$ cat src/rtl/nn_sequencer.sv
// Sequences one inference: shift NumWords weights, settle, request inference, collect per-lane results.
// Optional watchdog on INFER/COLLECT enabled by defining NN_SEQ_TIMEOUT_EN.
module nn_sequencer #(
   parameter int NumWords       = 49,
   parameter int NumOutputLayer = 4,
   parameter int DataWidth      = 8,
   parameter int TimeoutCycles  = 1024
) (
   input  logic                                clk_i,
   input  logic                                reset_i,
   input  logic                                start_i,
   input  logic                                wt_valid_i,
   input  logic [31:0]                         wt_data_i,
   output logic                                wt_ready_o,
   output logic                                shift_o,
   output logic [31:0]                         weights_o,
   output logic                                infer_req_o,
   input  logic                                infer_ack_i,
   input  logic [NumOutputLayer-1:0]           nn_req_i,
   output logic [NumOutputLayer-1:0]           nn_ack_o,
   input  logic [DataWidth*NumOutputLayer-1:0] nn_output_i,
   output logic [DataWidth*NumOutputLayer-1:0] result_o,
   output logic                                result_valid_o,
   output logic                                busy_o,
   output logic                                done_o,
   output logic                                error_o
);
   localparam int CntW = (NumWords > 1) ? $clog2(NumWords) : 1;
   localparam logic [CntW-1:0] LastWord = CntW'(NumWords - 1);
   localparam logic [NumOutputLayer-1:0] AllLanes = '1;

   typedef enum logic [2:0] {
      S_IDLE, S_LOAD, S_SETTLE, S_INFER, S_COLLECT, S_DONE
   } state_t;

   state_t                              state_q, state_d;
   logic [CntW-1:0]                     cnt_q, cnt_d;
   logic [NumOutputLayer-1:0]           coll_q, coll_d;
   logic [NumOutputLayer-1:0]           ack_q, ack_d;
   logic                                shift_q, shift_d;
   logic [31:0]                         weights_q, weights_d;
   logic [DataWidth*NumOutputLayer-1:0] result_q, result_d;
   logic [NumOutputLayer-1:0]           hit;
   logic                                accept;
   logic                                timeout;

   assign accept = (state_q == S_LOAD) && wt_valid_i;
   // Lanes requesting this cycle that have not yet been served in this run.
   assign hit    = (state_q == S_COLLECT) ? (nn_req_i & ~coll_q) : '0;

`ifdef NN_SEQ_TIMEOUT_EN
   localparam int TmoW = $clog2(TimeoutCycles + 1);
   logic [TmoW-1:0] tmo_q, tmo_d;
   logic            error_q, error_d;
   logic            in_wait;

   assign in_wait = (state_q == S_INFER) || (state_q == S_COLLECT);
   assign timeout = in_wait && (tmo_q == TmoW'(TimeoutCycles - 1));

   always_comb begin
      tmo_d   = (in_wait && !timeout) ? tmo_q + 1'b1 : '0;
      error_d = error_q;
      if ((state_q == S_IDLE) && start_i) begin
         error_d = 1'b0;
      end
      if (timeout) begin
         error_d = 1'b1;
      end
   end

   assign error_o = error_q;
`else
   assign timeout = 1'b0;
   assign error_o = 1'b0;
`endif

   always_comb begin
      state_d   = state_q;
      cnt_d     = cnt_q;
      coll_d    = coll_q;
      shift_d   = accept;
      weights_d = accept ? wt_data_i : weights_q;
      ack_d     = hit;
      result_d  = result_q;
      for (int k = 0; k < NumOutputLayer; k++) begin
         if (hit[k]) begin
            result_d[k*DataWidth +: DataWidth] = nn_output_i[k*DataWidth +: DataWidth];
         end
      end
      unique case (state_q)
         S_IDLE: begin
            if (start_i) begin
               state_d = S_LOAD;
               cnt_d   = '0;
               coll_d  = '0;
            end
         end
         S_LOAD: begin
            if (accept) begin
               cnt_d = cnt_q + 1'b1;
               if (cnt_q == LastWord) begin
                  state_d = S_SETTLE;
               end
            end
         end
         S_SETTLE: state_d = S_INFER;
         S_INFER: begin
            if (infer_ack_i) begin
               state_d = S_COLLECT;
            end
         end
         S_COLLECT: begin
            coll_d = coll_q | hit;
            if ((coll_q | hit) == AllLanes) begin
               state_d = S_DONE;
            end
         end
         S_DONE:  state_d = S_IDLE;
         default: state_d = S_IDLE;
      endcase
      // Watchdog expiry abandons the run without acking or capturing anything.
      if (timeout) begin
         state_d  = S_IDLE;
         ack_d    = '0;
         coll_d   = coll_q;
         result_d = result_q;
      end
   end

   always_ff @(posedge clk_i or posedge reset_i) begin
      if (reset_i) begin
         state_q   <= S_IDLE;
         cnt_q     <= '0;
         coll_q    <= '0;
         ack_q     <= '0;
         shift_q   <= 1'b0;
         weights_q <= '0;
         result_q  <= '0;
`ifdef NN_SEQ_TIMEOUT_EN
         tmo_q     <= '0;
         error_q   <= 1'b0;
`endif
      end else begin
         state_q   <= state_d;
         cnt_q     <= cnt_d;
         coll_q    <= coll_d;
         ack_q     <= ack_d;
         shift_q   <= shift_d;
         weights_q <= weights_d;
         result_q  <= result_d;
`ifdef NN_SEQ_TIMEOUT_EN
         tmo_q     <= tmo_d;
         error_q   <= error_d;
`endif
      end
   end

   assign wt_ready_o     = (state_q == S_LOAD);
   assign shift_o        = shift_q;
   assign weights_o      = weights_q;
   assign infer_req_o    = (state_q == S_INFER);
   assign nn_ack_o       = ack_q;
   assign result_o       = result_q;
   assign result_valid_o = (state_q == S_DONE);
   assign done_o         = (state_q == S_DONE);
   assign busy_o         = (state_q != S_IDLE);

endmodule

$ cat config.mk
export PLATFORM = sky130hd
export DESIGN_NAME = nn_sequencer
export DESIGN_NICKNAME = d
export VERILOG_FILES = /design/src/rtl/nn_sequencer.sv
export SDC_FILE = /design/constraint.sdc
export NUM_CORES = 1
export LEC_CHECK = 0
export ABC_CLOCK_PERIOD_IN_PS = 2880
export BUFFER_PORTS_ARGS = -buffer_cell sky130_fd_sc_hd__buf_2
export CAP_MARGIN = 30
export CORE_MARGIN = 4
export CORE_UTILIZATION = 47
export DETAILED_ROUTE_END_ITERATION = 8
export GPL_TIMING_DRIVEN = 1
export PLACE_DENSITY = 0.8
export SYNTH_ARGS = -nofsm -noshare
export SYNTH_HDL_FRONTEND = slang
export SYNTH_SLANG_ARGS = --single-unit
$ cat constraint.sdc
create_clock -name clk_i -period 2.88 [get_ports clk_i]
set_clock_uncertainty 0.15 [all_clocks]
set_input_delay 0.144 -clock clk_i [delete_from_list [all_inputs] [get_ports clk_i]]
set_output_delay 0.144 -clock clk_i [all_outputs]
set_load 0.05 [all_outputs]
==> flow_metrics.py, run 1 <==
metrics = {
    "run_status": {
        "status": "complete, no violations",
    },
    "setup_path": {
        "reg2reg_depth": 6,
        "reg2reg_to": "weights_o[2]",
        "crit_fanout": 41,
        "worstSetupStartpoint": "state_q[1]",
        "end_kind": "register",
        "start_kind": "register",
        "reg2reg_setup_slack_ns": 0.73,
        "r2r-start": "state_q[1]",
        "critical_path_required_ns": 2.96,
        "crit_arrival_ns": 2.22,
        "crit_end": "weights_o[2]",
        "criticalPathCategory": "reg -> reg",
    },
    "synthesis": {
        "synth_seq_cells": 82,
        "yosys.cell_types.count": 34,
        "yosysSeqAreaShare": 0.623,
        "synth_area_mm2": 0.00329,
        "synth_cells": 300,
        "syn_area_per_cell_um2": 11.0,
        "synth_fp_nets": 375,
        "yosys_warnings": 0,
    },
    "route": {
        "vias": 2964,
        "drt_wl_total_um": 8750,
        "drtIter0Drc": 101,
        "wire_per_inst_um": 14.1,
        "firstDrtPassIters": 4,
        "drcViolationCount": 0,
        "final_antenna_net_count": 0,
        "via_per_inst": 4.78,
    },
    "placement": {
        "dp_hpwl_um": 5480,
        "io_buffers": 146,
        "globalplace.congestion": 0.821,
        "post_dp_cell_area_mm2": 0.00413,
    },
    "cts": {
        "cts-root-buf": "clkbuf_8",
        "post_cts_resized": 0,
        "cts_buffer_depth": 2,
        "cts_tree": "built",
        "postCtsSetupRepairBufs": 0,
        "cts.sinks": 82,
        "cts_hold_buf": 70,
        "htreeDepth": 3,
        "cts_buffers": 9,
        "cts.clk_slew.worst_paths_ns": 0.07,
        "insertion_delay_ns": 0.34,
    },
    "hold_path": {
        "hold_path.class": "in -> reg",
        "holdPathStages": 4,
    },
    "sta": {
        "rsz0062_at_grt": "no",
        "setup_viol": 0,
        "slew_headroom": 0.658,
        "period_minus_slack_ns": 2.15,
        "final.period_utilization": 0.745,
        "tightest_slew_ns": 0.512,
        "hold_viol_final": 0,
        "slew_violations": 0,
        "max_freq_ghz": 0.466,
        "final.setup.tns_ns": 0,
    },
    "final_layout": {
        "nFillCells": 462,
        "synthToLayoutAreaGrowth_pct": 52.8,
        "multi_input_comb_area_mm2": 0.00115,
        "final_area_mm2": 0.00503,
        "register_area_mm2": 0.00205,
        "fin_nets": 594,
        "drive_gt1_frac": 0.391,
        "n_antenna_cell": 0,
    },
    "power": {
        "p_per_area_mw_per_mm2": 551,
        "worst_ir_drop_vdd_mv": 0.382,
        "p_leak_nw": 2.82,
    },
    "grt": {
        "grt_start_max_net_pins": 42,
        "grt_pass1_vias": 3083,
        "grt-ovfl-total": 0,
        "grt_pass1_wl_um": 14500,
        "grt_use_total": 0.214,
        "grt_antenna_before_repair": 0,
    },
    "floorplan": {
        "die_area_mm2": 0.00841,
        "std_cell_rows": 30,
        "ios": 148,
        "core_area_mm2": 0.00679,
        "die_w_um": 91.7,
        "die_h_um": 91.7,
        "initial_utilization": 0.485,
    },
    "flow_run": {
        "max_cap_viol_count": 0,
    },
}
-- report_power, final --
part	switching (W)	total, W	internal (W)
sequential	0.0000653	0.00130	0.00124
combinational	0.000429	0.000636	0.000207
clock	0.000386	0.000833	0.000447
total	0.000881	0.00277	0.00189
-- critical path, stage by stage (launching register included) --
cell       delay, ns
dfrtp_1         0.60
nand4bb_2       0.20
buf_4           0.37
clkinv_1        0.21
buf_4           0.28
nand2_1         0.13
nand2_1         0.07
-- worst min path at each step --
stage / startpoint / endpoint
after floorplan: wt_data_i[0] / weights_o[0]
after global placement: reset_i / result_o[15]
after detailed placement: reset_i / result_o[15]
after CTS: start_i / cnt_q[3]
after global routing: start_i / cnt_q[3]
final: start_i / cnt_q[3]
-- logic make-up after synthesis --
kind of cell             share of synthesized area
flip-flops                                   0.623
AND/OR/NAND/NOR                              0.183
other                                      0.00114
AO/OA/AOI/OAI                               0.0426
adder cells (fa/ha/maj)                    0.00760
buffers and inverters                       0.0304
multiplexers                                 0.112
-- state kept, by name, summed over array words and instances (netlist names) --
| register | flops |
|---|---|
| result_o | 32 |
| weights_o | 32 |
| cnt_q | 6 |
| coll_q | 4 |
| nn_ack_o | 4 |
| state_q | 3 |
| shift_o | 1 |
-- cell usage after synthesis, drive strengths merged --
master,n,area share
a21boi,1,0.0023
a21oi,12,0.018
a32o,1,0.0030
a41oi,1,0.0027
and3,1,0.0019
and4b,1,0.0030
buf,6,0.0099
clkbuf,6,0.0068
clkinv,1,0.0011
conb,1,0.0011
dfrtp,82,0.62
ha,2,0.0076
inv,11,0.013
mux2,32,0.11
mux2i,1,0.0030
nand2,100,0.11
nand2b,3,0.0057
nand3,3,0.0046
nand3b,4,0.014
nand4,1,0.0019
nand4bb,1,0.0034
nor2,12,0.014
nor3,1,0.0015
nor3b,1,0.0057
o21ai,4,0.0061
o22ai,3,0.0057
o31ai,2,0.0046
or3,3,0.0057
or3b,1,0.0027
or4,1,0.0023
or4b,1,0.0030
-- layout by cell type, fill, tap and decap left out --
cell	Yosys	final
a32o_1	1	1
clkinvlp_4	0	2
inv_1	11	10
dlygate4sd3_1	0	70
a41oi_1	1	1
clkbuf_1	6	1
o21ai_0	4	4
or3_1	3	3
conb_1	1	1
buf_2	2	146
bufinv_16	0	1
clkinv_2	0	2
mux2i_1	1	1
clkbuf_8	0	11
mux2_1	1	1
or3b_2	1	1
a21oi_1	12	12
buf_4	2	4
or4_1	1	1
nand3_1	3	3
and3_1	1	1
nand2_1	100	100
nand4bb_2	0	1
dfrtp_1	82	82
clkinv_1	1	1
nand3b_2	4	4
and4b_1	1	1
mux2_2	31	31
nor3b_4	1	1
nand4_1	1	1
o31ai_1	2	2
a21boi_0	1	1
nor3_1	1	1
ha_1	2	2
o22ai_1	3	3
or4b_2	1	1
nand2b_1	3	3
nor2_1	12	12
-- area by class of cell --
class,count,share of cell area
sequential,82,0.408
timing repair buffer,220,0.290
multi-input combinational,194,0.228
clock buffer,12,0.0308
tap,96,0.0239
clock inverter,4,0.00995
inverter,12,0.00920
-- per-stage QoR --
stage / utilization / hold slack [ns] / cells / setup slack, ns / total power, W
after global routing: 0.741 / 0.0839 / 620 / 0.622 / 0.00290
after CTS: 0.741 / 0.0532 / 620 / 0.766 / 0.00280
final: 0.741 / 0.0621 / 620 / 0.734 / 0.00277
after detailed placement: 0.607 / 0.0499 / 534 / 0.773 / 0.00189
after global placement: 0.607 / 0.0468 / 534 / 0.835 / 0.00187
after floorplan: - / 0.0994 / 300 / 0.478 / 0.00171
-- layer usage --
layer | global-route usage | wire length (µm) | part of all wire | vias up
li1 | - | - | - | 1417
met1 | 0.251 | 3390 | 0.39 | 1413
met2 | 0.382 | 4650 | 0.53 | 112
met3 | 0.0443 | 481 | 0.055 | 22
met4 | 0.0891 | 232 | 0.027 | 0
met5 | 0 | 0 | 0 | -
Power figures use the tool's default switching activity.
==> inputs of run 2 (changes only) <==
--- a/config.mk
+++ b/config.mk
@@ -5,7 +5,8 @@
 export SDC_FILE = /design/constraint.sdc
 export NUM_CORES = 1
 export LEC_CHECK = 0
-export ABC_CLOCK_PERIOD_IN_PS = 2880
+export ABC_AREA = 1
+export ABC_CLOCK_PERIOD_IN_PS = 2100
 export BUFFER_PORTS_ARGS = -buffer_cell sky130_fd_sc_hd__buf_2
 export CAP_MARGIN = 30
 export CORE_MARGIN = 4
==> constraint.sdc (replaced) <==
create_clock -name clk_i -period 2.1 [get_ports clk_i]
set_clock_uncertainty 0.15 [all_clocks]
set_input_delay 0.105 -clock clk_i [delete_from_list [all_inputs] [get_ports clk_i]]
set_output_delay 0.105 -clock clk_i [all_outputs]
set_load 0.05 [all_outputs]
==> flow_metrics.py, run 2 <==
metrics = {
    "setup_path": {
        "end_kind": "output port",
        "reg2reg_setup_slack_ns": 0.41,
        "cp_cell_sequence": "inv_1 > nor3_2 > buf_2",
        "critPathTopFamily": "flip-flops",
        "criticalPathCategory": "reg -> out",
        "critPathMaxStageDelay_ns": 0.52,
        "path_depth": 3,
        "crit_fanout": 8,
        "reg2reg_depth": 8,
        "cp_slowest_cell": "dfrtp_1",
        "worstSetupStartpoint": "state_q[2]",
        "crit_end": "result_valid_o",
        "crit_arrival_ns": 1.56,
        "r2r-start": "state_q[1]",
        "critical_path_required_ns": 1.85,
        "reg2reg_to": "state_q[0]",
        "crit_buf_inv": 2,
        "start_kind": "register",
    },
    "floorplan": {
        "die_w_um": 92.3,
        "die_area_mm2": 0.00851,
        "initial_utilization": 0.488,
        "core_area_mm2": 0.00683,
        "die_h_um": 92.3,
        "ios": 148,
        "std_cell_rows": 30,
    },
    "synthesis": {
        "ys_top_cells_by_count": "212 x nand2_1, 82 x dfrtp_1, 19 x inv_1",
        "synth_fp_nets": 457,
        "yosysMostFrequentCell": "nand2_1",
        "synth_xor_area_frac": 0.00262,
        "synthAdderAreaFrac": 0.00750,
        "synth_top_family_by_area": "simple AND/OR/NAND/NOR gates",
        "synth_compound_area_frac": 0.0289,
        "synth_ff_type": "dfrtp_1",
        "syn_area_per_cell_um2": 8.74,
        "synth_area_mm2": 0.00334,
        "yosys_warnings": 0,
        "synth_cells": 382,
        "yosysSeqAreaShare": 0.615,
        "muxShareOfSynthArea": 0,
        "postSynth.asyncResetShare": 1.00,
        "yosysTopAreaCell": "dfrtp_1",
        "yosysTopAreaCellShare": 0.615,
        "synth_seq_cells": 82,
        "yosys.cell_types.count": 30,
        "synth_simple_gate_area_frac": 0.291,
        "yosys-top-cells-area": "dfrtp_1 61%, nand2_1 24%, inv_1 2.1%",
        "synth_edf_count": 0,
    },
    "route": {
        "drcViolationCount": 0,
        "wire_per_inst_um": 13.6,
        "firstDrtPassIters": 4,
        "final_antenna_net_count": 0,
        "drtIter0Drc": 129,
        "vias": 3270,
        "drt_wl_total_um": 9580,
        "via_per_inst": 4.65,
    },
    "grt": {
        "busiest_layer": "met2",
        "grt_antenna_before_repair": 0,
        "grt_pass1_vias": 3323,
        "grt-ovfl-total": 0,
        "met1_usage": 0.265,
        "grt_pass1_wl_um": 15500,
        "globalRouteMet3Util": 0.0484,
        "grtUsageMet2": 0.406,
        "grt_use_total": 0.231,
        "grt_start_max_net_pins": 83,
    },
    "final_layout": {
        "postLayoutCoreUtil": 0.748,
        "final_common_cell": "nand2_1",
        "fin_nets": 677,
        "synthToLayoutAreaGrowth_pct": 53.1,
        "drive_gt1_frac": 0.295,
        "nFillCells": 480,
        "final_area_mm2": 0.00511,
        "most-common-layout-cells": "212 x nand2_1, 146 x buf_2, 82 x dfrtp_1",
        "n_antenna_cell": 0,
    },
    "power": {
        "worst_ir_drop_vdd_mv": 0.832,
        "p_leak_nw": 2.96,
        "p_per_area_mw_per_mm2": 1650,
    },
    "sta": {
        "slew_violations": 0,
        "hold_viol_final": 0,
        "max_freq_ghz": 0.551,
        "final.period_utilization": 0.865,
        "period_minus_slack_ns": 1.82,
        "final.setup.tns_ns": 0,
        "rsz0062_at_grt": "no",
        "setup_viol": 0,
    },
    "cts": {
        "cts_buffers": 9,
        "cts_tree": "built",
        "cts.clk_slew.worst_paths_ns": 0.08,
        "postCtsSetupRepairBufs": 0,
        "cts_buffer_depth": 2,
        "cts.sinks": 82,
        "htreeDepth": 3,
        "insertion_delay_ns": 0.34,
        "cts-root-buf": "clkbuf_8",
    },
    "placement": {
        "dp_hpwl_um": 5940,
        "globalplace.congestion": 0.835,
        "io_buffers": 146,
        "post_dp_cell_area_mm2": 0.00419,
    },
    "run_status": {
        "status": "complete, no violations",
    },
    "flow_run": {
        "max_cap_viol_count": 0,
    },
    "hold_path": {
        "holdPathStages": 6,
        "hold_path.class": "in -> reg",
    },
}
==> run 2: cell count changes after synthesis, moves of 4 or more <==
cell,change
inv_1,+8
mux2_2,-31
nand2_1,+112
nand3_1,+4
nand3b_2,-4
==> run 2: per-layer routing <==
layer | wire length [µm] | part of all wire | vias to the layer above
met5 | 0 | 0 | -
met4 | 310 | 0.032 | 0
met3 | 389 | 0.041 | 28
met2 | 5040 | 0.53 | 107
met1 | 3840 | 0.40 | 1532
li1 | - | - | 1603
==> run 2: worst min-delay path by stage <==
stage	start	to
6_report	nn_req_i[3]	coll_q[3]
5_1_grt	nn_req_i[3]	coll_q[3]
4_1_cts	nn_req_i[3]	coll_q[3]
3_5_place_dp	reset_i	weights_o[0]
3_3_place_gp	reset_i	weights_o[8]
2_1_floorplan	nn_output_i[0]	result_o[0]
==> run 2: kinds of logic (layout without fill, tap and decap cells) <==
group,count (synthesis),after routing
other,1,1
XOR/XNOR,1,1
buffers and inverters,38,263
AO/OA/AOI/OAI,17,17
AND/OR/NAND/NOR,241,241
adder cells (fa/ha/maj),2,2
flip-flops,82,82
==> run 2: report_power, final <==
group / switching (W) / internal (W)
Clock: 0.000535 / 0.000789
Sequential: 0.000424 / 0.00224
Combinational: 0.00338 / 0.00104
Total: 0.00434 / 0.00407
==> run 2: cell type report <==
| cell class | instances | area (µm²) | share of cell area |
|---|---|---|---|
| clock buffers | 11 | 131 | 0.0257 |
| clock inverters | 5 | 103 | 0.0201 |
| inverters | 25 | 97.6 | 0.0191 |
| multi-input cells | 262 | 1110 | 0.217 |
| flip-flops and latches | 82 | 2050 | 0.402 |
| well taps | 96 | 120 | 0.0235 |
| repair buffers | 222 | 1500 | 0.293 |
==> run 2: timing repair <==
item | 4_1_cts | 5_1_grt
hold endpoints to repair | 150 | 0
gates resized for setup | 0 | 0
hold buffers | 68 | 0
==> run 2: worst reg2reg max path, stage by stage (launching register included) <==
cell	delay, ns
dfrtp_1	0.49
nor2_4	0.19
nand4_1	0.15
nand2_1	0.10
nand2_1	0.05
o21ai_0	0.26
nand2_1	0.08
nand2_1	0.06
nand2_1	0.05
==> run 2: metrics by stage <==
step	power [W]	hold slack [ns]	setup slack (ns)	instances
after detailed placement	0.00696	0.108	0.427	619
after floorplan	0.00592	0.0646	0.227	382
after global routing	0.00887	0.160	0.168	703
after CTS	0.00840	0.127	0.261	703
final	0.00841	0.150	0.284	703
after global placement	0.00686	0.102	0.507	619
==> inputs of run 3 (changes only) <==
--- a/config.mk
+++ b/config.mk
@@ -13,7 +13,9 @@
 export CORE_UTILIZATION = 47
 export DETAILED_ROUTE_END_ITERATION = 8
 export GPL_TIMING_DRIVEN = 1
-export PLACE_DENSITY = 0.8
+export PLACE_DENSITY = 0.83
+export SKIP_CTS_REPAIR_TIMING = 1
+export SLEW_MARGIN = 0
 export SYNTH_ARGS = -nofsm -noshare
 export SYNTH_HDL_FRONTEND = slang
 export SYNTH_SLANG_ARGS = --single-unit
==> flow_metrics.py, run 3 (same netlist as run 2, synthesis figures left out) <==
metrics = {
    "setup_path": {
        "critical_path_required_ns": 1.85,
        "cp_cell_sequence": "inv_1 > nor3_2 > buf_2",
        "start_kind": "register",
        "crit_fanout": 8,
        "crit_buf_inv": 2,
        "critPathMaxStageDelay_ns": 0.55,
        "crit_arrival_ns": 1.60,
        "critPathTopFamily": "flip-flops",
        "reg2reg_to": "state_q[0]",
        "reg2reg_depth": 8,
        "reg2reg_setup_slack_ns": 0.38,
        "criticalPathCategory": "reg -> out",
        "end_kind": "output port",
        "cp_slowest_cell": "dfrtp_1",
        "r2r-start": "state_q[0]",
    },
    "floorplan": {
        "std_cell_rows": 30,
        "core_area_mm2": 0.00683,
        "ios": 148,
        "initial_utilization": 0.488,
        "die_area_mm2": 0.00851,
        "die_h_um": 92.3,
        "die_w_um": 92.3,
    },
    "route": {
        "final_antenna_net_count": 0,
        "drtIter0Drc": 174,
        "wire_per_inst_um": 14.1,
        "firstDrtPassIters": 5,
        "vias": 3295,
        "via_per_inst": 4.69,
        "drcViolationCount": 0,
        "drt_wl_total_um": 9890,
    },
    "sta": {
        "rsz0062_at_grt": "no",
        "final.setup.tns_ns": 0,
        "period_minus_slack_ns": 1.86,
        "slew_violations": 0,
        "hold_viol_final": 1,
        "max_freq_ghz": 0.538,
        "hold_slack_ns": -0.00707,
        "setup_viol": 0,
        "final.period_utilization": 0.886,
    },
    "power": {
        "share_seq_of_total_power": 0.322,
        "p_clk_frac": 0.137,
        "share_comb_of_total_power": 0.541,
        "p_per_area_mw_per_mm2": 1630,
        "p_leak_nw": 2.93,
        "p_sw_w": 0.00438,
        "worst_ir_drop_vdd_mv": 0.942,
        "p_sw_frac": 0.532,
        "p_int_w": 0.00386,
    },
    "cts": {
        "cts_tree": "built",
        "cts_buffers": 9,
        "htreeDepth": 3,
        "cts_buffer_depth": 2,
        "cts-root-buf": "clkbuf_8",
        "cts.sinks": 82,
        "insertion_delay_ns": 0.34,
        "cts.clk_slew.worst_paths_ns": 0.07,
    },
    "run_status": {
        "violations": "negative hold slack",
        "status": "finished, violations left",
    },
    "hold_path": {
        "hold_path.class": "in -> reg",
        "holdPathStages": 4,
        "hold_start": "start_i",
        "min_to": "cnt_q[5]",
    },
    "final_layout": {
        "postLayoutCoreUtil": 0.740,
        "nFillCells": 467,
        "most-common-layout-cells": "212 x nand2_1, 146 x buf_2, 82 x dfrtp_1",
        "synthToLayoutAreaGrowth_pct": 51.4,
        "drive_gt1_frac": 0.296,
        "final_common_cell": "nand2_1",
        "fin_nets": 675,
    },
    "placement": {
        "dp_hpwl_um": 6070,
        "io_buffers": 146,
        "globalplace.congestion": 0.857,
    },
    "grt": {
        "grt_use_total": 0.200,
        "grt_start_max_net_pins": 83,
        "grt-ovfl-total": 0,
        "grt_pass1_vias": 2991,
        "grt_pass1_wl_um": 13400,
        "grt_antenna_before_repair": 0,
    },
    "flow_run": {
        "max_cap_viol_count": 0,
    },
}
==> run 3: changes by cell type in the layout (fill, tap and decap cells not counted), sizes merged <==
cell and delta:
bufinv -2, dlygate4sd3 -2, clkbuf +1, clkinv +1, diode +1
==> run 3: power groups by stage <==
stage	Combinational, W	Sequential (W)	Clock [W]
floorplan	0.00122	0.00470	0
CTS	0.00435	0.00263	0.00116
finish	0.00446	0.00265	0.00113
global route	0.00474	0.00272	0.00122
global placement	0.00424	0.00262	0
detailed placement	0.00434	0.00265	0
==> run 3: per-stage QoR <==
stage | setup WS [ns] | power [W] | area (µm²) | cells | hold slack [ns]
floorplan | 0.227 | 0.00592 | 3350 | 382 | 0.0646
global placement | 0.501 | 0.00686 | 4190 | 619 | 0.108
detailed placement | 0.426 | 0.00699 | 4190 | 619 | 0.115
CTS | 0.261 | 0.00814 | 4390 | 635 | -0.271
global route | 0.135 | 0.00868 | 5050 | 701 | 0.000703
finish | 0.240 | 0.00824 | 5050 | 702 | -0.00707
==> run 3: worst max path at each step <==
stage	cells after the start	slack, ns	startpoint	to
after detailed placement	8	0.43	state_q[1]	state_q[0]
after global placement	7	0.50	state_q[0]	weights_o[5]
after CTS	3	0.26	state_q[2]	done_o
final	3	0.24	state_q[2]	done_o
after global routing	3	0.13	state_q[2]	done_o
after floorplan	6	0.23	state_q[1]	cnt_q[2]
==> run 3: per-layer routing <==
metal / wire, µm / global-route usage / vias up
li1: - / - / 1596
met1: 3770 / 0.227 / 1569
met2: 5460 / 0.363 / 109
met3: 448 / 0.0377 / 21
met4: 210 / 0.0866 / 0
met5: 0 / 0 / -
==> run 3: area by class of cell <==
cell class | instances | area, µm² | share of cell area
sequential | 82 | 2050 | 0.406
timing repair buffer | 220 | 1480 | 0.292
multi-input combinational | 262 | 1110 | 0.219
clock buffer | 12 | 145 | 0.0287
tap | 96 | 120 | 0.0238
inverter | 25 | 97.6 | 0.0193
clock inverter | 4 | 51.3 | 0.0102
antenna | 1 | 2.50 | 0.000495
==> run 3: worst min-delay path: stages <==
cell and delay, ns:
buf_2 0.10, nand2_2 0.11, nand2_1 0.09, nor2_1 0.03
